### src/rtl/riscv_isa_pkg.sv
// RV32 ISA definitions shared by the R5P decoder, the instruction encoder and
// benches: format selector, base opcodes, the op32_t instruction-word union and
// pure encode / immediate-range helpers.
package riscv_isa_pkg;

    // Instruction format selector; codes 6 and 7 are illegal
    typedef enum logic [2:0] {
        FMT_R = 3'd0,
        FMT_I = 3'd1,
        FMT_S = 3'd2,
        FMT_B = 3'd3,
        FMT_U = 3'd4,
        FMT_J = 3'd5
    } fmt_t;

    // Base opcodes (bits [6:0])
    localparam logic [6:0] OPC_LOAD   = 7'h03;
    localparam logic [6:0] OPC_OP_IMM = 7'h13;
    localparam logic [6:0] OPC_AUIPC  = 7'h17;
    localparam logic [6:0] OPC_STORE  = 7'h23;
    localparam logic [6:0] OPC_OP     = 7'h33;
    localparam logic [6:0] OPC_LUI    = 7'h37;
    localparam logic [6:0] OPC_BRANCH = 7'h63;
    localparam logic [6:0] OPC_JALR   = 7'h67;
    localparam logic [6:0] OPC_JAL    = 7'h6f;
    localparam logic [6:0] OPC_SYSTEM = 7'h73;

    typedef struct packed {
        logic [6:0] funct7;
        logic [4:0] rs2;
        logic [4:0] rs1;
        logic [2:0] funct3;
        logic [4:0] rd;
        logic [6:0] opcode;
    } op32_r_t;

    typedef struct packed {
        logic [11:0] imm_11_0;
        logic [4:0]  rs1;
        logic [2:0]  funct3;
        logic [4:0]  rd;
        logic [6:0]  opcode;
    } op32_i_t;

    typedef struct packed {
        logic [6:0] imm_11_5;
        logic [4:0] rs2;
        logic [4:0] rs1;
        logic [2:0] funct3;
        logic [4:0] imm_4_0;
        logic [6:0] opcode;
    } op32_s_t;

    typedef struct packed {
        logic       imm_12;
        logic [5:0] imm_10_5;
        logic [4:0] rs2;
        logic [4:0] rs1;
        logic [2:0] funct3;
        logic [3:0] imm_4_1;
        logic       imm_11;
        logic [6:0] opcode;
    } op32_b_t;

    typedef struct packed {
        logic [19:0] imm_31_12;
        logic [4:0]  rd;
        logic [6:0]  opcode;
    } op32_u_t;

    typedef struct packed {
        logic       imm_20;
        logic [9:0] imm_10_1;
        logic       imm_11;
        logic [7:0] imm_19_12;
        logic [4:0] rd;
        logic [6:0] opcode;
    } op32_j_t;

    // One 32-bit word, viewed through each base format
    typedef union packed {
        op32_r_t r;
        op32_i_t i;
        op32_s_t s;
        op32_b_t b;
        op32_u_t u;
        op32_j_t j;
    } op32_t;

    // Raw fields supplied to the encoder
    typedef struct packed {
        logic [6:0]  opc;
        logic [2:0]  f3;
        logic [6:0]  f7;
        logic [4:0]  rd;
        logic [4:0]  rs1;
        logic [4:0]  rs2;
        logic [31:0] imm;
    } ins_fields_t;

    // Pack the fields into an instruction word; illegal formats give all zeros.
    // Out-of-range immediates are simply truncated to the bits the format holds.
    function automatic op32_t ins_encode(input logic [2:0] fmt, input ins_fields_t f);
        op32_t op;
        op = '0;
        case (fmt)
            FMT_R: begin
                op.r.funct7 = f.f7;
                op.r.rs2    = f.rs2;
                op.r.rs1    = f.rs1;
                op.r.funct3 = f.f3;
                op.r.rd     = f.rd;
                op.r.opcode = f.opc;
            end
            FMT_I: begin
                op.i.imm_11_0 = f.imm[11:0];
                op.i.rs1      = f.rs1;
                op.i.funct3   = f.f3;
                op.i.rd       = f.rd;
                op.i.opcode   = f.opc;
            end
            FMT_S: begin
                op.s.imm_11_5 = f.imm[11:5];
                op.s.rs2      = f.rs2;
                op.s.rs1      = f.rs1;
                op.s.funct3   = f.f3;
                op.s.imm_4_0  = f.imm[4:0];
                op.s.opcode   = f.opc;
            end
            FMT_B: begin
                op.b.imm_12   = f.imm[12];
                op.b.imm_10_5 = f.imm[10:5];
                op.b.rs2      = f.rs2;
                op.b.rs1      = f.rs1;
                op.b.funct3   = f.f3;
                op.b.imm_4_1  = f.imm[4:1];
                op.b.imm_11   = f.imm[11];
                op.b.opcode   = f.opc;
            end
            FMT_U: begin
                op.u.imm_31_12 = f.imm[31:12];
                op.u.rd        = f.rd;
                op.u.opcode    = f.opc;
            end
            FMT_J: begin
                op.j.imm_20    = f.imm[20];
                op.j.imm_10_1  = f.imm[10:1];
                op.j.imm_11    = f.imm[11];
                op.j.imm_19_12 = f.imm[19:12];
                op.j.rd        = f.rd;
                op.j.opcode    = f.opc;
            end
            default: op = '0;
        endcase
        return op;
    endfunction

    // Returns 1 when the immediate cannot be represented in the format,
    // or when the format code itself is illegal.
    function automatic logic imm_check(input logic [2:0] fmt, input logic [31:0] imm);
        logic signed [31:0] simm;
        logic               err;
        simm = imm;
        err  = 1'b0;
        case (fmt)
            FMT_R:        err = 1'b0;
            FMT_I, FMT_S: err = (simm < -32'sd2048) || (simm > 32'sd2047);
            FMT_B:        err = (simm < -32'sd4096) || (simm > 32'sd4094) || imm[0];
            FMT_U:        err = |imm[11:0];
            FMT_J:        err = (simm < -32'sd1048576) || (simm > 32'sd1048574) || imm[0];
            default:      err = 1'b1;
        endcase
        return err;
    endfunction

endpackage

### src/rtl/r5p_skid_buf.sv
// Two-entry FIFO skid buffer carrying {err, ins}. Ready and valid are both
// derived from the registered occupancy only, so there is no combinational
// path between the two handshakes and no empty-buffer bypass.
module r5p_skid_buf
    import riscv_isa_pkg::*;
(
    input  logic        clk,
    input  logic        rst,
    input  logic        in_vld,
    output logic        in_rdy,
    input  logic [32:0] in_dat,
    output logic        out_vld,
    input  logic        out_rdy,
    output logic [32:0] out_dat
);

    logic [1:0]  cnt_reg;
    logic        wr_ptr_reg;
    logic        rd_ptr_reg;
    logic [32:0] mem_reg [2];
    logic        push;
    logic        pop;

    assign in_rdy  = (cnt_reg != 2'd2);
    assign out_vld = (cnt_reg != 2'd0);
    assign push    = in_vld & in_rdy;
    assign pop     = out_vld & out_rdy;
    // The head entry is never overwritten while occupied, so this stays stable under stall
    assign out_dat = mem_reg[rd_ptr_reg];

    // Entry storage, pointers and occupancy; reset drops and clears everything
    always_ff @(posedge clk or posedge rst) begin
        if (rst) begin
            cnt_reg    <= 2'd0;
            wr_ptr_reg <= 1'b0;
            rd_ptr_reg <= 1'b0;
            for (int k = 0; k < 2; k++) begin
                mem_reg[k] <= '0;
            end
        end else begin
            if (push) begin
                mem_reg[wr_ptr_reg] <= in_dat;
                wr_ptr_reg          <= ~wr_ptr_reg;
            end
            if (pop) begin
                rd_ptr_reg <= ~rd_ptr_reg;
            end
            case ({push, pop})
                2'b10:   cnt_reg <= cnt_reg + 2'd1;
                2'b01:   cnt_reg <= cnt_reg - 2'd1;
                default: cnt_reg <= cnt_reg;
            endcase
        end
    end

endmodule

### src/rtl/r5p_ins_encoder.sv
// RV32 instruction encoder: combinationally packs format + fields into an
// instruction word with a representability flag, then queues the result in a
// 2-entry skid buffer towards the fetch path.
module r5p_ins_encoder
    import riscv_isa_pkg::*;
(
    input  logic        clk,
    input  logic        rst,
    input  logic        in_vld,
    output logic        in_rdy,
    input  logic [2:0]  in_fmt,
    input  logic [6:0]  in_opc,
    input  logic [2:0]  in_f3,
    input  logic [6:0]  in_f7,
    input  logic [4:0]  in_rd,
    input  logic [4:0]  in_rs1,
    input  logic [4:0]  in_rs2,
    input  logic [31:0] in_imm,
    output logic        out_vld,
    input  logic        out_rdy,
    output logic [31:0] out_ins,
    output logic        out_err
);

    ins_fields_t fields;
    op32_t       enc_ins;
    logic        enc_err;
    logic [32:0] out_dat;

    // Encode the presented fields; the buffer captures the result on transfer
    always_comb begin
        fields     = '0;
        fields.opc = in_opc;
        fields.f3  = in_f3;
        fields.f7  = in_f7;
        fields.rd  = in_rd;
        fields.rs1 = in_rs1;
        fields.rs2 = in_rs2;
        fields.imm = in_imm;
        enc_ins    = ins_encode(in_fmt, fields);
        enc_err    = imm_check(in_fmt, in_imm);
    end

    r5p_skid_buf u_buf (
        .clk     (clk),
        .rst     (rst),
        .in_vld  (in_vld),
        .in_rdy  (in_rdy),
        .in_dat  ({enc_err, enc_ins}),
        .out_vld (out_vld),
        .out_rdy (out_rdy),
        .out_dat (out_dat)
    );

    assign out_err = out_dat[32];
    assign out_ins = out_dat[31:0];

endmodule

### config.mk
export PLATFORM = sky130hd
export DESIGN_NAME = r5p_ins_encoder
export DESIGN_NICKNAME = d
export VERILOG_FILES = /design/src/rtl/riscv_isa_pkg.sv /design/src/rtl/r5p_skid_buf.sv /design/src/rtl/r5p_ins_encoder.sv
export SDC_FILE = /design/constraint.sdc
export NUM_CORES = 1
export LEC_CHECK = 0
export BUFFER_PORTS_ARGS = -buffer_cell sky130_fd_sc_hd__buf_2
export CORE_MARGIN = 2
export CORE_UTILIZATION = 56
export CTS_BUF_LIST = sky130_fd_sc_hd__clkbuf_16
export CTS_CLUSTER_DIAMETER = 150
export DETAILED_ROUTE_END_ITERATION = 7
export PLACE_DENSITY = 0.81
export SLEW_MARGIN = 20
export SYNTH_ARGS = -nofsm -noshare
export SYNTH_HDL_FRONTEND = slang
export SYNTH_SLANG_ARGS = --single-unit
### constraint.sdc
create_clock -name clk -period 4.3 [get_ports clk]
set_input_delay 0.43 -clock clk [delete_from_list [all_inputs] [get_ports clk]]
set_output_delay 0.43 -clock clk [all_outputs]
set_load 0.05 [all_outputs]
# Word-level counts from Yosys, hierarchy flattened
# Cells that the tools add are included.
# classes
addsub	2
eq_ne	8
n_mux	9
n_bitwise	6
magnitude_cmp	9
n_reduce_logical	11
# ops
operator	n
$pmux 32 s6	1
$mux 33	4
$bwmux 66	1
$demux 33 s1	1
$gt 32x12->1 const B	1
$gt 32x13->1 const B	1
$gt 32x21->1 const B	1
$lt 32x12->1 const B	1
$lt 32x13->1 const B	1
$lt 32x21->1 const B	1
$reduce_or 12->1	1
$eq 3x2->1 const B	2
$eq 3x3->1 const B	2
$logic_or 1x1->1	5
$pmux 1 s5	1
$ge 2x2->1 const B	2
$not 1->2	2
$pmux 2 s2	1
$reduce_bool 2->1	2
$eq 3x1->1 const B	1
$logic_not 3->1	1
$add 2x1->2 const B	1
$and 1x1->1	2
$eq 2x1->1 const B	1
other kinds (7)	8
# word_totals
word_cells	50
output_inout_bits	35
in_bits	71
regBits	70

# Longest topological paths before layout
# logic_depth
ltp_word	6
depth_mapped	7
ltp_nobuf	6

# Cells and area by module
# From an unflattened synthesis, not the netlist that was laid out.
# hier_totals
hier_cells	318
area_unflattened_um2	3988.8
# modules_own_cells
module	n_inst	area_per_inst_um2	cells_per_inst
r5p_skid_buf	1	3208.1	194
r5p_ins_encoder	1	780.7	124

# Worst setup path after synthesis
# Ideal clock, no wire load.
# synth_path
path_type	register to register
start	register u_buf.cnt_reg[0]
end	register u_buf.mem_reg[40] (netlist bit)
setup_time_ns	0.127
setup_slack_ns	2.427
stages_incl_launch_ff	8
required_time_ns	4.173
n_path_buf	2
t_arrival_ns	1.746
period_less_slack_ns	1.873
cell_sequence	dfrtp_1 -> nand2b_1 -> nand2_1 -> or2_1 -> clkbuf_1 -> buf_2 -> nand2_1 -> o21ai_1
# synth_between
elab_chain_len	2
# synth_lines
item	line_no	source
start, declared	r5p_skid_buf.sv:17	logic [1:0] cnt_reg;
start signal, assigned	r5p_skid_buf.sv:49	2'b10: cnt_reg <= cnt_reg + 2'd1;
start signal, assigned	r5p_skid_buf.sv:50	2'b01: cnt_reg <= cnt_reg - 2'd1;
start signal, assigned	r5p_skid_buf.sv:51	default: cnt_reg <= cnt_reg;
$ne 2x2->1	r5p_skid_buf.sv:24	assign in_rdy = (cnt_reg != 2'd2);
named net in_rdy	r5p_ins_encoder.sv:10	output logic in_rdy,
$and 1x1->1	r5p_skid_buf.sv:26	assign push = in_vld & in_rdy;
end signal, assigned by index	r5p_skid_buf.sv:42	mem_reg[wr_ptr_reg] <= in_dat;
end, declared	r5p_skid_buf.sv:20	logic [32:0] mem_reg [2];
# The timed path passes the listed nets, and every way through them passes these cells.
# A chain may end at the register's enable or synchronous reset.

# Final worst setup path
# layout_path
start	register u_buf.rd_ptr_reg
end	output port out_ins[7]
# layout_between
elab_chain_len	4
# layout_lines
item	line_no	source
start, declared	r5p_skid_buf.sv:19	logic rd_ptr_reg;
start signal, assigned	r5p_skid_buf.sv:46	rd_ptr_reg <= ~rd_ptr_reg;
$not 1->2 (implied by the code)	r5p_skid_buf.sv:29	assign out_dat = mem_reg[rd_ptr_reg];
$mux 33 (implied by the code) (3 in a row)	r5p_skid_buf.sv:29	
end, declared	r5p_ins_encoder.sv:21	output logic [31:0] out_ins,
# Every way passes these cells. The select of a mux whose other input is x is not followed.

==> impl_metrics.py <==
metrics = {
    "outcome": {
        "status": "finished, final reports clean",
    },
    "drt": {
        "wirelength_um": 9070,
        "final_antenna_net_count": 0,
        "drt_iter0_drc": 189,
        "via_per_inst": 5.74,
        "post-route-drc-count": 0,
        "detail_route.wl_per_cell_um": 16.0,
        "vias": 3250,
        "drt-pass1-iter-count": 5,
    },
    "layout": {
        "fin_nets": 556,
        "final_area_mm2": 0.00455,
        "num_antenna_cells": 0,
        "num-fill-cells": 502,
        "drive_gt1_frac": 0.360,
        "largest_reg_flops": 66,
        "fin_cells": 566,
        "multi_input_area_mm2": 0.00185,
        "seqCellArea_mm2": 0.00175,
        "area.growth.synth_to_final_pct": 22.4,
    },
    "placed_design": {
        "dp_hpwl_um": 6460,
        "dp_cells": 550,
        "place_congestion": 0.956,
        "dpl-instance-area_mm2": 0.00424,
        "io_buffers": 105,
    },
    "critical_path": {
        "critPathMaxFanout": 23,
        "startpoint_type": "register",
        "path_class": "reg2out",
        "cp.arrival_ps": 2300,
        "cp_data_required_time_ps": 3870,
        "end_kind": "primary output",
    },
    "pwr": {
        "peakVddDrop_mv": 0.673,
        "clkPwrFrac": 0.194,
        "internal_power_w": 0.00199,
        "pwr_density_cell_mw_per_mm2": 822,
        "pwr-share-comb": 0.493,
        "p_leak_nw": 2.16,
        "p_sw_w": 0.00175,
        "seq_power_share": 0.312,
        "sw_frac_of_total": 0.468,
    },
    "synthesis": {
        "synthCells": 392,
        "ys_ff_latch": 70,
        "ys_seq_area_frac": 0.471,
        "ys_warn_count": 0,
        "syn-cell-area_mm2": 0.00372,
        "syn_nets": 464,
        "synth.avg_cell_area_um2": 9.48,
        "ys_types": 38,
    },
    "clock_network": {
        "clkSlewWorstSetupHoldPaths_ps": 60,
        "holdBufCountCts": 0,
        "cts_resized": 0,
        "cts_tree": "built",
        "cts_setup_buffers": 0,
        "root_buffer": "clkbuf_16",
        "numCtsBuffers": 9,
        "cts_sinks": 70,
        "insertion_delay_ps": 330,
        "clock_path_buffers": 2,
        "htree_num_levels": 3,
    },
    "die": {
        "row_count": 29,
        "pin_count": 106,
        "start_util": 0.582,
        "die-width_um": 85.5,
        "core_mm2": 0.00639,
        "die_y_um": 85.5,
        "dieArea_mm2": 0.00730,
    },
    "sta": {
        "slew_headroom": 0.321,
        "hold_viol": 0,
        "rsz0062_at_grt": "no",
        "tightest_slew_ps": 1020,
        "max_freq_mhz": 367,
        "slew_viol_final": 0,
        "final.min_clock_period_ps": 2730,
        "tns_ps": 0,
        "skew_ps": 7.16,
        "period_share": 0.634,
        "setup_violations": 0,
    },
    "grt": {
        "grt_use_total": 0.258,
        "grt-ovfl-total": 0,
        "antenna_found_initial": 0,
        "grt_pass1_vias": 3095,
        "grt_pass1_wl_um": 14800,
        "grt_max_degree": 60,
    },
    "run": {
        "drv_cap": 0,
    },
    "worst_hold_path": {
        "hp-class": "in2async",
    },
}
## critical path, cell delays in order (launching register included)
cell	delay (ps)
dfrtp_1	1010
buf_4	360
mux2_2	370
buf_2	210
## placed cells by master, fill, tap and decap left out, drive strengths merged, types with 2 or more instances in the layout
cell | netlist | final
xor2 | 2 | 2
dfrtp | 70 | 70
mux2 | 46 | 46
buf | 15 | 107
or2 | 2 | 2
nand2 | 70 | 70
nand4 | 8 | 8
o21ai | 60 | 60
nor3 | 3 | 3
nor2b | 10 | 10
a22oi | 9 | 9
xnor2 | 3 | 3
clkinv | 0 | 3
nand3 | 5 | 5
mux2i | 9 | 9
clkbuf | 11 | 9
clkinvlp | 0 | 2
nor4 | 5 | 5
a211oi | 3 | 3
or4 | 5 | 5
inv | 2 | 3
a21oi | 28 | 28
nand2b | 2 | 2
nor2 | 17 | 17
## area by class of cell
class                   count  area share
repair buffers            107       0.119
clock buffers               9      0.0495
flip-flops and latches     70       0.385
clock inverters             7      0.0160
inverters                   2     0.00165
multi-input cells         294       0.408
well taps                  77      0.0212
## metal layers
| metal | GRT usage | wire length [um] |
|---|---|---|
| met2 | 0.428 | 4450 |
| met5 | 0 | 0 |
| met1 | 0.352 | 3910 |
| met4 | 0.0592 | 100 |
| met3 | 0.0506 | 612 |
## power by group through the flow
| stage | sequential (W) | combinational [W] | clock, W |
|---|---|---|---|
| after floorplan | 0.00107 | 0.00156 | 0 |
| after global placement | 0.00115 | 0.00181 | 0 |
| after detailed placement | 0.00117 | 0.00184 | 0 |
| after CTS | 0.00116 | 0.00185 | 0.000735 |
| after global routing | 0.00120 | 0.00196 | 0.000769 |
| final | 0.00117 | 0.00184 | 0.000727 |
## cells by family after synthesis
logic type               after synthesis  share of synthesized area
AO/OA/AOI/OAI                        103                      0.151
XOR/XNOR                               5                     0.0118
buffers and inverters                 28                     0.0330
AND/OR/NAND/NOR                      130                      0.166
flip-flops                            70                      0.471
multiplexers                          55                      0.164
adder cells (fa/ha/maj)                1                    0.00337
## synthesized netlist by cell type
| cell type | count | area (um^2) |
|---|---|---|
| dfrtp_1 | 70 | 1750 |
| nand2_1 | 70 | 263 |
| o21ai_1 | 60 | 300 |
| mux2_2 | 41 | 462 |
| a21oi_1 | 28 | 140 |
| nor2_1 | 15 | 56.3 |
| buf_2 | 14 | 70.1 |
| clkbuf_1 | 11 | 41.3 |
| nor2b_1 | 10 | 62.6 |
| a22oi_1 | 9 | 67.6 |
| mux2i_1 | 9 | 90.1 |
| nand4_1 | 8 | 50.1 |
| mux2_1 | 5 | 56.3 |
| nand3_1 | 5 | 25.0 |
| nor4_1 | 4 | 25.0 |
| or4_1 | 3 | 22.5 |
| xnor2_1 | 3 | 26.3 |
| a211oi_1 | 2 | 15.0 |
| nand2b_1 | 2 | 12.5 |
| nor2_2 | 2 | 12.5 |
| nor3_1 | 2 | 10.0 |
| or4_4 | 2 | 22.5 |
| xor2_1 | 2 | 17.5 |
| a211oi_2 | 1 | 12.5 |
| a22o_1 | 1 | 8.76 |
| a311oi_1 | 1 | 8.76 |
| a31oi_1 | 1 | 6.26 |
| and2_1 | 1 | 6.26 |
| and3b_1 | 1 | 8.76 |
| buf_1 | 1 | 3.75 |
| ha_1 | 1 | 12.5 |
| inv_1 | 1 | 3.75 |
| inv_2 | 1 | 3.75 |
| nor3_2 | 1 | 10.0 |
| nor4_2 | 1 | 12.5 |
| or2_1 | 1 | 6.26 |
| or2_2 | 1 | 6.26 |
| or3_1 | 1 | 6.26 |
## final timing paths
check / slack (ps) / startpoint / endpoint / depth (start not counted)
max: 1570 / u_buf.rd_ptr_reg$_DFFE_PP0P_ / out_ins[7] / 3
min: 40 / rst / u_buf.mem_reg[52]$_DFFE_PP0P_ / 2
max reg2reg: 2310 / u_buf.cnt_reg[0]$_DFFE_PP0P_ / u_buf.mem_reg[41]$_DFFE_PP0P_ / 5
min reg2reg: 480 / u_buf.mem_reg[49]$_DFFE_PP0P_ / u_buf.mem_reg[49]$_DFFE_PP0P_ / 2
max in group asynchronous: 3280 / rst / u_buf.wr_ptr_reg$_DFFE_PP0P_ / 3
min in group clk: 360 / in_opc[0] / u_buf.mem_reg[0]$_DFFE_PP0P_ / 3
## per-stage QoR
stage	utilization	hold slack (ps)	setup WS [ps]	power, W
after floorplan	-	450	2100	0.00263
after global placement	0.664	385	2030	0.00295
after detailed placement	0.664	391	1970	0.00301
after CTS	0.711	43.6	1590	0.00375
after global routing	0.712	63.6	1500	0.00393
final	0.712	42.9	1570	0.00374
No activity file was read; power rests on OpenSTA's default activity.
